### src/rtl/systolic_ctrl_if.sv
// Bus bundle between systolic_ctrl and its operand buffers, the tpumac array and the result consumer.
interface systolic_ctrl_if #(
  parameter int BITS_AB = 8,
  parameter int BITS_C  = 16,
  parameter int DIM     = 8
);
  localparam int AW = $clog2(DIM);

  logic                        buf_rd;
  logic [AW-1:0]               buf_addr;
  logic [DIM-1:0][BITS_AB-1:0] a_col;
  logic [DIM-1:0][BITS_AB-1:0] b_row;

  logic                        arr_en;
  logic                        arr_wren;
  logic [AW-1:0]               arr_crow;
  logic [DIM-1:0][BITS_C-1:0]  arr_cin;
  logic [DIM-1:0][BITS_AB-1:0] arr_a;
  logic [DIM-1:0][BITS_AB-1:0] arr_b;
  logic [DIM-1:0][BITS_C-1:0]  arr_cout;

  logic                        out_valid;
  logic                        out_ready;
  logic [AW-1:0]               out_row;
  logic [DIM-1:0][BITS_C-1:0]  out_data;

  modport master (
    output buf_rd, buf_addr,
    input  a_col, b_row,
    output arr_en, arr_wren, arr_crow, arr_cin, arr_a, arr_b,
    input  arr_cout,
    output out_valid, out_row, out_data,
    input  out_ready
  );

  modport slave (
    input  buf_rd, buf_addr,
    output a_col, b_row,
    input  arr_en, arr_wren, arr_crow, arr_cin, arr_a, arr_b,
    output arr_cout,
    input  out_valid, out_row, out_data,
    output out_ready
  );
endinterface

### src/rtl/systolic_ctrl.sv
// Sequencer for one DIM x DIM multiply on the tpumac array: clear, load, skewed feed, row output.
// Optional macro SYSTOLIC_CTRL_ACCUM_EN adds an accum input that skips the C clear.
module systolic_ctrl #(
  parameter int BITS_AB = 8,
  parameter int BITS_C  = 16,
  parameter int DIM     = 8
) (
  input  logic            clk,
  input  logic            rst,
  input  logic            start,
`ifdef SYSTOLIC_CTRL_ACCUM_EN
  input  logic            accum,
`endif
  output logic            busy,
  output logic            done,
  systolic_ctrl_if.master bus
);
  localparam int AW        = $clog2(DIM);
  localparam int CW        = $clog2(3 * DIM);
  localparam int FEED_LAST = 3 * DIM - 3;
  localparam int NS        = DIM * (DIM - 1) / 2;

  typedef enum logic [2:0] {
    S_IDLE,
    S_CLEAR,
    S_LOAD,
    S_FEED,
    S_OUT,
    S_DONE
  } state_t;

  state_t                     state_q, state_d;
  logic [CW-1:0]              cnt_q, cnt_d;
  logic [NS-1:0][BITS_AB-1:0] sk_a_q, sk_a_d;
  logic [NS-1:0][BITS_AB-1:0] sk_b_q, sk_b_d;
  logic [DIM-1:0][BITS_AB-1:0] fetch_a, fetch_b;

  always_ff @(posedge clk) begin
    if (rst) begin
      state_q <= S_IDLE;
      cnt_q   <= '0;
      sk_a_q  <= '0;
      sk_b_q  <= '0;
    end else begin
      state_q <= state_d;
      cnt_q   <= cnt_d;
      sk_a_q  <= sk_a_d;
      sk_b_q  <= sk_b_d;
    end
  end

  // Lane i of the skew store is a triangular chain of i stages starting at index i*(i-1)/2.
  always_comb begin
    state_d       = state_q;
    cnt_d         = cnt_q;
    sk_a_d        = sk_a_q;
    sk_b_d        = sk_b_q;
    fetch_a       = '0;
    fetch_b       = '0;
    busy          = 1'b0;
    done          = 1'b0;
    bus.buf_rd    = 1'b0;
    bus.buf_addr  = '0;
    bus.arr_en    = 1'b0;
    bus.arr_wren  = 1'b0;
    bus.arr_crow  = '0;
    bus.arr_cin   = {DIM * BITS_C{1'b0}};
    bus.arr_a     = '0;
    bus.arr_b     = '0;
    bus.out_valid = 1'b0;
    bus.out_row   = '0;
    bus.out_data  = '0;

    case (state_q)
      S_IDLE: begin
        if (start) begin
          cnt_d  = '0;
          sk_a_d = '0;
          sk_b_d = '0;
`ifdef SYSTOLIC_CTRL_ACCUM_EN
          state_d = accum ? S_LOAD : S_CLEAR;
`else
          state_d = S_CLEAR;
`endif
        end
      end

      S_CLEAR: begin
        busy         = 1'b1;
        bus.arr_wren = 1'b1;
        bus.arr_crow = AW'(cnt_q);
        if (cnt_q == CW'(DIM - 1)) begin
          cnt_d   = '0;
          state_d = S_LOAD;
        end else begin
          cnt_d = cnt_q + CW'(1);
        end
      end

      S_LOAD: begin
        busy       = 1'b1;
        bus.buf_rd = 1'b1;
        cnt_d      = '0;
        state_d    = S_FEED;
      end

      S_FEED: begin
        busy       = 1'b1;
        bus.arr_en = 1'b1;
        if (cnt_q < CW'(DIM - 1)) begin
          bus.buf_rd   = 1'b1;
          bus.buf_addr = AW'(cnt_q + CW'(1));
        end
        if (cnt_q < CW'(DIM)) begin
          fetch_a = bus.a_col;
          fetch_b = bus.b_row;
        end
        bus.arr_a[0] = fetch_a[0];
        bus.arr_b[0] = fetch_b[0];
        for (int i = 1; i < DIM; i++) begin
          sk_a_d[i * (i - 1) / 2] = fetch_a[i];
          sk_b_d[i * (i - 1) / 2] = fetch_b[i];
          for (int s = 1; s < i; s++) begin
            sk_a_d[i * (i - 1) / 2 + s] = sk_a_q[i * (i - 1) / 2 + s - 1];
            sk_b_d[i * (i - 1) / 2 + s] = sk_b_q[i * (i - 1) / 2 + s - 1];
          end
          bus.arr_a[i] = sk_a_q[i * (i - 1) / 2 + i - 1];
          bus.arr_b[i] = sk_b_q[i * (i - 1) / 2 + i - 1];
        end
        if (cnt_q == CW'(FEED_LAST)) begin
          cnt_d   = '0;
          state_d = S_OUT;
        end else begin
          cnt_d = cnt_q + CW'(1);
        end
      end

      S_OUT: begin
        busy          = 1'b1;
        bus.out_valid = 1'b1;
        bus.arr_crow  = AW'(cnt_q);
        bus.out_row   = AW'(cnt_q);
        bus.out_data  = bus.arr_cout;
        if (bus.out_ready) begin
          if (cnt_q == CW'(DIM - 1)) begin
            cnt_d   = '0;
            state_d = S_DONE;
          end else begin
            cnt_d = cnt_q + CW'(1);
          end
        end
      end

      S_DONE: begin
        busy    = 1'b1;
        done    = 1'b1;
        state_d = S_IDLE;
      end

      default: state_d = S_IDLE;
    endcase
  end
endmodule

### src/flat_wrapper.sv
// flat-port wrapper written by rule: the top's interface ports become plain ports
module systolic_ctrl_flat 
#(
  parameter int BITS_AB = 8,
  parameter int BITS_C  = 16,
  parameter int DIM     = 8
)
  (clk, rst, start, busy, done, bus_buf_rd, bus_buf_addr, bus_a_col, bus_b_row, bus_arr_en, bus_arr_wren, bus_arr_crow, bus_arr_cin, bus_arr_a, bus_arr_b, bus_arr_cout, bus_out_valid, bus_out_row, bus_out_data, bus_out_ready);
  systolic_ctrl_if #(.BITS_AB(BITS_AB), .BITS_C(BITS_C), .DIM(DIM)) bus_i ();
  input  logic clk;
  input  logic rst;
  input  logic start;
  output logic busy;
  output logic done;
  output wire logic [$bits(bus_i.buf_rd)-1:0] bus_buf_rd;
  output wire logic [$bits(bus_i.buf_addr)-1:0] bus_buf_addr;
  input wire logic [$bits(bus_i.a_col)-1:0] bus_a_col;
  input wire logic [$bits(bus_i.b_row)-1:0] bus_b_row;
  output wire logic [$bits(bus_i.arr_en)-1:0] bus_arr_en;
  output wire logic [$bits(bus_i.arr_wren)-1:0] bus_arr_wren;
  output wire logic [$bits(bus_i.arr_crow)-1:0] bus_arr_crow;
  output wire logic [$bits(bus_i.arr_cin)-1:0] bus_arr_cin;
  output wire logic [$bits(bus_i.arr_a)-1:0] bus_arr_a;
  output wire logic [$bits(bus_i.arr_b)-1:0] bus_arr_b;
  input wire logic [$bits(bus_i.arr_cout)-1:0] bus_arr_cout;
  output wire logic [$bits(bus_i.out_valid)-1:0] bus_out_valid;
  output wire logic [$bits(bus_i.out_row)-1:0] bus_out_row;
  output wire logic [$bits(bus_i.out_data)-1:0] bus_out_data;
  input wire logic [$bits(bus_i.out_ready)-1:0] bus_out_ready;
  assign bus_buf_rd = bus_i.buf_rd;
  assign bus_buf_addr = bus_i.buf_addr;
  assign bus_i.a_col = bus_a_col;
  assign bus_i.b_row = bus_b_row;
  assign bus_arr_en = bus_i.arr_en;
  assign bus_arr_wren = bus_i.arr_wren;
  assign bus_arr_crow = bus_i.arr_crow;
  assign bus_arr_cin = bus_i.arr_cin;
  assign bus_arr_a = bus_i.arr_a;
  assign bus_arr_b = bus_i.arr_b;
  assign bus_i.arr_cout = bus_arr_cout;
  assign bus_out_valid = bus_i.out_valid;
  assign bus_out_row = bus_i.out_row;
  assign bus_out_data = bus_i.out_data;
  assign bus_i.out_ready = bus_out_ready;
  systolic_ctrl #(.BITS_AB(BITS_AB), .BITS_C(BITS_C), .DIM(DIM)) u_core (.clk(clk), .rst(rst), .start(start), .busy(busy), .done(done), .bus(bus_i));
endmodule
### config.mk
export PLATFORM = sky130hd
export DESIGN_NAME = systolic_ctrl_flat
export DESIGN_NICKNAME = d
export VERILOG_FILES = /design/src/rtl/systolic_ctrl_if.sv /design/src/rtl/systolic_ctrl.sv /design/src/flat_wrapper.sv
export SDC_FILE = /design/constraint.sdc
export NUM_CORES = 1
export LEC_CHECK = 0
export ABC_CLOCK_PERIOD_IN_PS = 2650
export BUFFER_PORTS_ARGS = -buffer_cell sky130_fd_sc_hd__buf_2
export CAP_MARGIN = 0
export CORE_AREA = 2 2 258 260
export CTS_CLUSTER_DIAMETER = 80
export DETAILED_ROUTE_END_ITERATION = 10
export DIE_AREA = 0 0 260 262
export REMOVE_ABC_BUFFERS = 1
export SYNTH_ARGS = -nofsm -noshare
export SYNTH_HDL_FRONTEND = slang
export SYNTH_SLANG_ARGS = --single-unit
### constraint.sdc
create_clock -name clk -period 2.65 [get_ports clk]
set_clock_uncertainty 0.05 [all_clocks]
set_input_delay 0.265 -clock clk [delete_from_list [all_inputs] [get_ports clk]]
set_output_delay 0.265 -clock clk [all_outputs]
set_load 0.02 [all_outputs]
==> impl_metrics.py, run 1 <==
metrics = {
    "synth": {
        "synth_cells": 1987,
        "synthArstFlopShare": 0,
        "ys_ff_latch": 456,
        "synth.area.top_cells": "dfxtp_1 50%, a22oi_1 18%, nor2_1 9.4%",
        "yosysUniqueCellTypes": 37,
        "synth_edf_count": 0,
        "synth_most_common_cell": "nor2_1",
        "syn-mean-instance-area_um2": 9.21,
        "synth_top_cell_area_share": 0.499,
        "synth.cell_area_um2": 18300,
        "yosysTopAreaCell": "dfxtp_1",
        "ys.flop_type": "dfxtp_1",
        "seq_area_frac_synth": 0.499,
        "yosys_warnings": 0,
        "synth_commonest_cells": "458 x nor2_1, 456 x dfxtp_1, 448 x a22oi_1, 261 x and2_1, 130 x buf_4",
    },
    "global_routing": {
        "grt_pass1_wl_um": 99300,
        "antenna_found_initial": 13,
        "grt_pass1_vias": 14855,
        "gr-total-overflow": 0,
        "grt_usage": 0.197,
        "grt_max_degree": 97,
    },
    "cts": {
        "clk_pin_slew_ns": 0.06,
        "clockRootBuffer": "clkbuf_16",
        "h-tree-depth": 2,
        "tritoncts": "done",
        "clock_latency_ns": 0.59,
        "clk_path_buf_depth": 3,
        "clock_sinks": 456,
        "numCtsBuffers": 51,
    },
    "setup_path": {
        "critPathBufInv": 4,
        "crit_type": "register to output port",
        "path_max_fanout": 62,
        "endpoint_kind": "output port",
        "critPathArrivalTime_ns": 2.23,
        "crit_slowest_cell": "dfxtp_1",
        "cpPeakStageDelay_ns": 0.42,
        "cp_top_family": "buffers and inverters",
        "crit_chain": "inv_2 > nor3_4 > buf_4 > buf_12 > and2_1 > buf_2",
        "cp-start-kind": "register",
        "cp.required_ns": 2.34,
    },
    "run_status": {
        "outcome": "finished, final reports clean",
    },
    "routing": {
        "drt_iter0_drc": 1288,
        "routed_wl_um": 71200,
        "wl_per_cell_um": 20.4,
        "vias": 16132,
        "drc": 0,
        "drt-vias-per-instance": 4.63,
        "antenna_left": 0,
        "drt_pass1_iterations": 7,
    },
    "sta": {
        "setup_viol": 0,
        "rsz0062_at_grt": "yes",
        "slew_headroom": 0.494,
        "whs_ns": 0.0798,
        "period_minus_slack_ns": 2.55,
        "hold_viol_final": 0,
        "tightest_slew_ns": 0.760,
        "slew_violations": 0,
        "period_share": 0.961,
        "clock.fmax_ghz": 0.392,
    },
    "placed_design": {
        "place_area_um2": 21300,
        "hpwl_um": 51700,
        "place.gp.congestion": 0.925,
        "io_buffers": 530,
    },
    "die": {
        "core_area_um2": 65300,
        "rows": 94,
        "dieArea_um2": 68100,
        "pin_count": 659,
        "die_x_um": 260,
        "die_h_um": 262,
        "initial_core_util": 0.280,
    },
    "finish": {
        "num-nets-final": 2838,
        "syn2layout_area_growth_pct": 33.1,
        "drive_above_1_share": 0.270,
        "final_cell_area_um2": 24400,
        "fin_util": 0.373,
        "fill_cells": 6670,
    },
    "power": {
        "total_power_w": 0.0153,
        "p_leak_nw": 10.5,
        "powerDensity_nw_per_um2": 628,
        "vdd_drop_max_mv": 0.473,
    },
    "job": {
        "maxCapViolations": 0,
    },
    "worst_hold_path": {
        "hold_class": "input pin to register",
    },
}
logic make-up (layout without fill, tap and decap cells):
| group | Yosys count | count (layout) | synth area share |
|---|---|---|---|
| fa+ha+maj | 2 | 2 | 0.00137 |
| compound gates | 463 | 463 | 0.190 |
| other cells | 1 | 133 | 0.000205 |
| flops | 456 | 456 | 0.499 |
| buf+inv | 313 | 817 | 0.113 |
| xor+xnor | 6 | 6 | 0.00287 |
| simple gates | 746 | 746 | 0.193 |
power breakdown:
part	internal (W)	switching (W)	total (W)
logic	0.000373	0.000715	0.00109
registers	0.00686	0.00000828	0.00687
clock network	0.00435	0.00300	0.00735
sequential cells by signal (all words and copies together), names as in the netlist:
| register | count |
|---|---|
| u_core.cnt_q | 5 |
| u_core.sk_a_q | 224 |
| u_core.sk_b_q | 224 |
| u_core.state_q | 3 |
repair_timing:
| item | in CTS | in global routing |
|---|---|---|
| pin swaps | 3 | 0 |
| hold endpoints to repair | 112 | 0 |
| hold buffers | 112 | 0 |
| gates resized for setup | 9 | 1 |
| buffers inserted | 4 | 0 |
| endpoints found under the setup margin | 216 | 103 |
| cloned | 3 | 0 |
layout make-up:
cell class,count,area (µm²),area share
Timing Repair Buffer,717,4720,0.194
Clock buffer,67,1480,0.0607
Tap cell,864,1080,0.0444
Inverter,4,41.3,0.00170
Antenna cell,5,12.5,0.000514
Clock inverter,28,295,0.0121
Sequential cell,456,9130,0.375
Timing Repair inverter,1,8.76,0.000360
Multi-Input combinational cell,1345,7590,0.312
routing by layer:
metal,routed length [µm],vias up,GRT usage
met5,34,-,0
met4,2720,6,0.0765
met3,4520,103,0.0404
met2,34200,575,0.332
met1,29700,7683,0.246
li1,-,7765,-
final timing paths:
check / start / endpoint / slack (ns) / depth (start not counted)
setup reg to reg: u_core.state_q[0] / u_core.sk_a_q[186] / 0.60 / 8
hold reg to reg: u_core.sk_a_q[3] / u_core.sk_a_q[3] / 0.44 / 2
setup / recovery: u_core.state_q[2] / bus_out_data[79] / 0.10 / 6
hold / removal: rst / u_core.sk_b_q[187] / 0.08 / 2
cell usage in the layout, fill, tap and decap left out, types with 5 or more instances in the layout:
cell and count:
clkinvlp_4 6, clkbuf_8 10, diode_2 5, buf_12 24
a22oi_1 448, dfxtp_1 455, clkinv_2 11, clkbuf_16 53
xnor2_1 5, conb_1 128, nor2_1 458, buf_4 54
buf_2 523, dlygate4sd3_1 112, nor3b_1 5, and2_1 261
bufinv_16 5
through the flow:
stage               setup WS (ns)  setup TNS (ns)  std cells
floorplan                   -3.81        -2228.91       1805
global placement            0.447               0       3268
detailed placement          0.385               0       3268
CTS                       0.00722               0       3482
global route            -0.000625       -0.000625       3484
finish                      0.102               0       3487
No activity file was read; power rests on OpenSTA's default activity.
==> inputs of run 2 (changes only) <==
Settings changed: PLACE_DENSITY set to 0.55.
==> run 2 against run 1 <==
Register-to-register slack got worse by 0.39 ns. Utilization up 0.16 points. Via count increased by 2.0%. Final area grew 0.43%. Count of clock-buffer cells in the layout up 5. Global-route usage fell by 0.22 points. Critical path depth stayed put. Non-clock buffer count decreased by 9. Sequential share of layout area decreased by 0.15 points. Sequential power barely moved.
==> impl_metrics.py, run 2 (same netlist as run 1, synthesis figures left out) <==
metrics = {
    "sta": {
        "hold_viol_final": 0,
        "clock.fmax_ghz": 0.387,
        "tightest_slew_ns": 0.680,
        "slew_headroom": 0.546,
        "period_share": 0.975,
        "period_minus_slack_ns": 2.58,
        "whs_ns": 0.122,
        "setup_viol": 0,
        "slew_violations": 0,
        "layout_setup_ws_ns": 0.0653,
    },
    "finish": {
        "reg_top3": "u_core.sk_a_q x224, u_core.sk_b_q x224, u_core.cnt_q x5",
        "num-nets-final": 2833,
        "mostFrequentLayoutCells": "514 x buf_2, 458 x nor2_1, 455 x dfxtp_1",
        "syn2layout_area_growth_pct": 33.6,
        "fin_util": 0.375,
        "layout_commonest_cell": "buf_2",
        "drive_above_1_share": 0.268,
    },
    "setup_path": {
        "startpoint": "u_core.state_q[2]",
        "crit_path_frequent_cell": "buf_4",
        "cp-start-kind": "register",
        "cp.required_ns": 2.34,
        "critPathBufInv": 4,
        "critPathArrivalTime_ns": 2.27,
        "critical_path_depth": 6,
        "crit_slowest_cell": "dfxtp_4",
        "cp_top_family": "buffers and inverters",
        "reg2reg_to": "u_core.sk_a_q[172]",
        "path_max_fanout": 8,
        "crit_type": "register to output port",
        "r2r_slack_ns": 0.21,
        "reg2reg_depth": 8,
        "endpoint": "bus_arr_b[8]",
        "endpoint_kind": "output port",
        "r2r_start": "u_core.state_q[0]",
        "cpPeakStageDelay_ns": 0.37,
        "crit_chain": "nand3b_1 > bufinv_16 > buf_4 > buf_4 > and2_1 > buf_2",
    },
    "cts": {
        "tritoncts": "done",
        "clk_pin_slew_ns": 0.05,
        "h-tree-depth": 2,
        "clock_sinks": 456,
        "clk_path_buf_depth": 3,
        "numCtsBuffers": 54,
        "clockRootBuffer": "clkbuf_16",
        "clock_latency_ns": 0.60,
    },
    "run_status": {
        "outcome": "finished, final reports clean",
    },
    "routing": {
        "vias": 16454,
        "drc": 0,
        "routed_wl_um": 72800,
        "antenna_left": 0,
        "drt_iter0_drc": 1283,
        "drt-vias-per-instance": 4.72,
        "wl_per_cell_um": 20.9,
        "drt_pass1_iterations": 5,
    },
    "global_routing": {
        "grt_usage": 0.195,
        "grt_max_degree": 153,
        "busiest_layer": "met2",
        "grt_pass1_vias": 15273,
        "met1_usage": 0.235,
        "grtUsageMet3": 0.0503,
        "grt_pass1_wl_um": 99300,
        "antenna_found_initial": 13,
        "use_met2": 0.330,
        "gr-total-overflow": 0,
    },
    "die": {
        "rows": 94,
        "pin_count": 659,
        "core_area_um2": 65300,
        "die_h_um": 262,
        "die_x_um": 260,
        "dieArea_um2": 68100,
        "initial_core_util": 0.280,
    },
    "placed_design": {
        "place_ws_ns": 0.171,
        "hpwl_um": 50100,
        "place.gp.congestion": 0.979,
        "io_buffers": 530,
    },
    "power": {
        "vdd_drop_max_mv": 0.438,
        "total_power_w": 0.0155,
        "p_leak_nw": 10.5,
        "powerDensity_nw_per_um2": 633,
    },
    "job": {
        "maxCapViolations": 0,
    },
    "worst_hold_path": {
        "min_from": "start",
        "hold_class": "input pin to register",
    },
}
[run 2: final cells by class]
cell class | instances | area, µm²
Sequential cell | 456 | 9130
Timing Repair Buffer | 708 | 4710
Tap cell | 864 | 1080
Clock buffer | 72 | 1550
Inverter | 4 | 45.0
Clock inverter | 24 | 308
Timing Repair inverter | 2 | 17.5
Antenna cell | 9 | 22.5
Fill cell | 6692 | 40800
Multi-Input combinational cell | 1345 | 7590
[run 2: worst min-delay path by stage]
stage                    endpoint  slack [ns]  cells after the start
2_1_floorplan   u_core.state_q[0]        0.28                      1
3_3_place_gp     u_core.sk_a_q[1]        0.42                      2
3_5_place_dp   u_core.sk_b_q[117]        0.43                      2
4_1_cts         u_core.state_q[0]        0.09                      5
5_1_grt         u_core.state_q[0]        0.13                      4
6_report        u_core.state_q[0]        0.12                      5
[run 2: through the flow]
step | cells | setup TNS (ns) | instance area, µm²
detailed placement | 3236 | 0 | 20900
CTS | 3456 | -0.157 | 24200
global route | 3480 | -0.0155 | 24400
floorplan | 1805 | -2228.91 | 16700
global placement | 3236 | 0 | 20900
finish | 3484 | 0 | 24500
[run 2: repair_timing]
| item | CTS | global route |
|---|---|---|
| hold buffers | 115 | 0 |
| gates cloned | 4 | 6 |
| pin swaps | 2 | 2 |
| endpoints found under the hold margin | 134 | 0 |
| gates resized for setup | 24 | 7 |
| setup buffers | 5 | 13 |
| endpoints found under the setup margin | 251 | 172 |
[run 2: tightest hold or removal path, cell delays in order]
cell     delay [ns]
buf_2          0.12
nor3_1         0.13
nor2_1         0.05
o21ai_0        0.07
a21oi_1        0.07
[run 2: metal layers]
layer | vias to the layer above | wire, µm
li1 | 7754 | -
met1 | 7968 | 29000
met2 | 627 | 35900
met3 | 101 | 5400
met4 | 4 | 2490
met5 | - | 22
[run 2: power breakdown]
part	leakage (nW)	total [W]	switching (W)	internal, W
combinational	5.91	0.00101	0.000690	0.000322
clock	0.905	0.00760	0.00300	0.00460
sequential	3.67	0.00687	0.00000877	0.00686
==> inputs of run 3 (changes only) <==
--- a/config.mk
+++ b/config.mk
@@ -14,3 +14,3 @@
 export DIE_AREA = 0 0 260 262
-export PLACE_DENSITY = 0.55
+export PLACE_DENSITY = 0.47
 export REMOVE_ABC_BUFFERS = 1
--- a/constraint.sdc
+++ b/constraint.sdc
@@ -4,2 +4,2 @@
 set_output_delay 0.265 -clock clk [all_outputs]
-set_load 0.02 [all_outputs]
+set_load 0.01 [all_outputs]
==> run 3 against run 2 <==
Worst setup slack improved by 0.029 ns. Fmax is 1.1% higher. Sequential share of layout area grew 0.14 points. Die area stayed put.
==> impl_metrics.py, run 3 (same netlist as run 1, synthesis figures left out) <==
metrics = {
    "die": {
        "rows": 94,
        "core_area_um2": 65300,
        "initial_core_util": 0.280,
        "die_x_um": 260,
        "die_h_um": 262,
        "pin_count": 659,
        "dieArea_um2": 68100,
    },
    "routing": {
        "drt_pass1_iterations": 5,
        "vias": 16455,
        "drt_iter0_drc": 1215,
        "antenna_left": 0,
        "drt-vias-per-instance": 4.70,
        "drc": 0,
        "routed_wl_um": 74700,
        "wl_per_cell_um": 21.3,
    },
    "cts": {
        "clk_path_buf_depth": 3,
        "clock_sinks": 456,
        "clockRootBuffer": "clkbuf_16",
        "tritoncts": "done",
        "clock_latency_ns": 0.59,
        "h-tree-depth": 2,
        "numCtsBuffers": 51,
        "clk_pin_slew_ns": 0.06,
    },
    "setup_path": {
        "crit_slowest_cell": "dfxtp_4",
        "crit_chain": "nand3b_1 > bufinv_16 > buf_12 > and2_1 > buf_2",
        "cp.required_ns": 2.34,
        "cp-start-kind": "register",
        "cpPeakStageDelay_ns": 0.40,
        "path_max_fanout": 47,
        "critPathArrivalTime_ns": 2.24,
        "endpoint_kind": "output port",
        "crit_type": "register to output port",
    },
    "power": {
        "clockPowerShare": 0.481,
        "power_frac_seq": 0.452,
        "p_switching_w": 0.00362,
        "intPower_w": 0.0116,
        "swShare": 0.238,
        "vdd_drop_max_mv": 0.524,
        "comb_power_share": 0.067,
        "total_power_w": 0.0152,
        "p_leak_nw": 10.5,
        "powerDensity_nw_per_um2": 623,
    },
    "sta": {
        "setup_tns_ns": 0,
        "slew_headroom": 0.387,
        "whs_ns": 0.0885,
        "slew_violations": 0,
        "period_minus_slack_ns": 2.56,
        "clock.fmax_ghz": 0.391,
        "layout_setup_ws_ns": 0.0944,
        "hold_viol_final": 0,
        "period_share": 0.964,
        "setup_viol": 0,
        "tightest_slew_ns": 0.916,
    },
    "finish": {
        "layout_commonest_cell": "buf_2",
        "syn2layout_area_growth_pct": 33.2,
        "mostFrequentLayoutCells": "529 x buf_2, 457 x nor2_1, 454 x dfxtp_1",
        "drive_above_1_share": 0.271,
        "fin_util": 0.373,
        "num-nets-final": 2845,
        "reg_top3": "u_core.sk_a_q x224, u_core.sk_b_q x224, u_core.cnt_q x5",
    },
    "global_routing": {
        "antenna_found_initial": 16,
        "gr-total-overflow": 0,
        "grt_usage": 0.205,
        "grt_max_degree": 93,
        "grt_pass1_vias": 15418,
        "grt_pass1_wl_um": 103000,
    },
    "placed_design": {
        "place.gp.congestion": 0.881,
        "io_buffers": 530,
        "hpwl_um": 54700,
        "place_ws_ns": 0.232,
    },
    "worst_hold_path": {
        "hold_class": "input pin to register",
    },
    "run_status": {
        "outcome": "finished, final reports clean",
    },
    "job": {
        "maxCapViolations": 0,
    },
}
==> run 3: worst paths after layout <==
| check | endpoint | slack [ns] | depth (start not counted) | from |
|---|---|---|---|---|
| max | bus_arr_a[55] | 0.09 | 5 | u_core.state_q[2] |
| max reg2reg | u_core.sk_a_q[218] | 0.49 | 6 | u_core.state_q[1] |
| min reg2reg | u_core.sk_b_q[216] | 0.44 | 2 | u_core.sk_b_q[216] |
| min | u_core.sk_a_q[176] | 0.09 | 2 | rst |
==> run 3: layout make-up <==
cell class / instances / area (µm²)
fill: 6777 / 40900
sequential: 456 / 9130
multi-input combinational: 1345 / 7590
timing repair buffer: 722 / 4710
clock buffer: 68 / 1410
tap: 864 / 1080
clock inverter: 23 / 328
inverter: 4 / 45.0
antenna: 16 / 40.0
timing repair inverter: 3 / 26.3
==> run 3: power groups by stage <==
stage / Clock (W) / Sequential [W] / Combinational [W]
3_5_place_dp: 0 / 0.00702 / 0.000882
5_1_grt: 0.00777 / 0.00686 / 0.00108
3_3_place_gp: 0 / 0.00702 / 0.000886
4_1_cts: 0.00751 / 0.00687 / 0.00103
6_report: 0.00730 / 0.00687 / 0.00101
2_1_floorplan: 0 / 0.00702 / 0.000245
==> run 3: repair_timing <==
item | CTS | global route
gates resized for setup | 4 | 6
buffers inserted | 7 | 6
hold buffers | 112 | 0
endpoints found under the setup margin | 242 | 108
endpoints found under the hold margin | 112 | 0
pin swaps | 3 | 1
cloned | 2 | 3
==> run 3: routing by layer <==
| metal | vias up | wire length (µm) | GRT usage |
|---|---|---|---|
| li1 | 7788 | - | - |
| met1 | 7962 | 29000 | 0.236 |
| met2 | 597 | 37900 | 0.368 |
| met3 | 102 | 4490 | 0.0423 |
| met4 | 6 | 3360 | 0.0851 |
| met5 | - | 40 | 0 |
==> run 3: worst max-delay path, delay by kind of cell, from the launching register on <==
family / cells / cell delay [ns]
flip-flops: 1 / 0.40
AND/OR/NAND/NOR: 2 / 0.51
buffers and inverters: 3 / 0.71
==> run 3: stage by stage <==
step                cells  area [µm²]
finish               3501       24400
CTS                  3476       24200
global placement     3264       21200
floorplan            1805       16700
global route         3494       24400
detailed placement   3264       21200
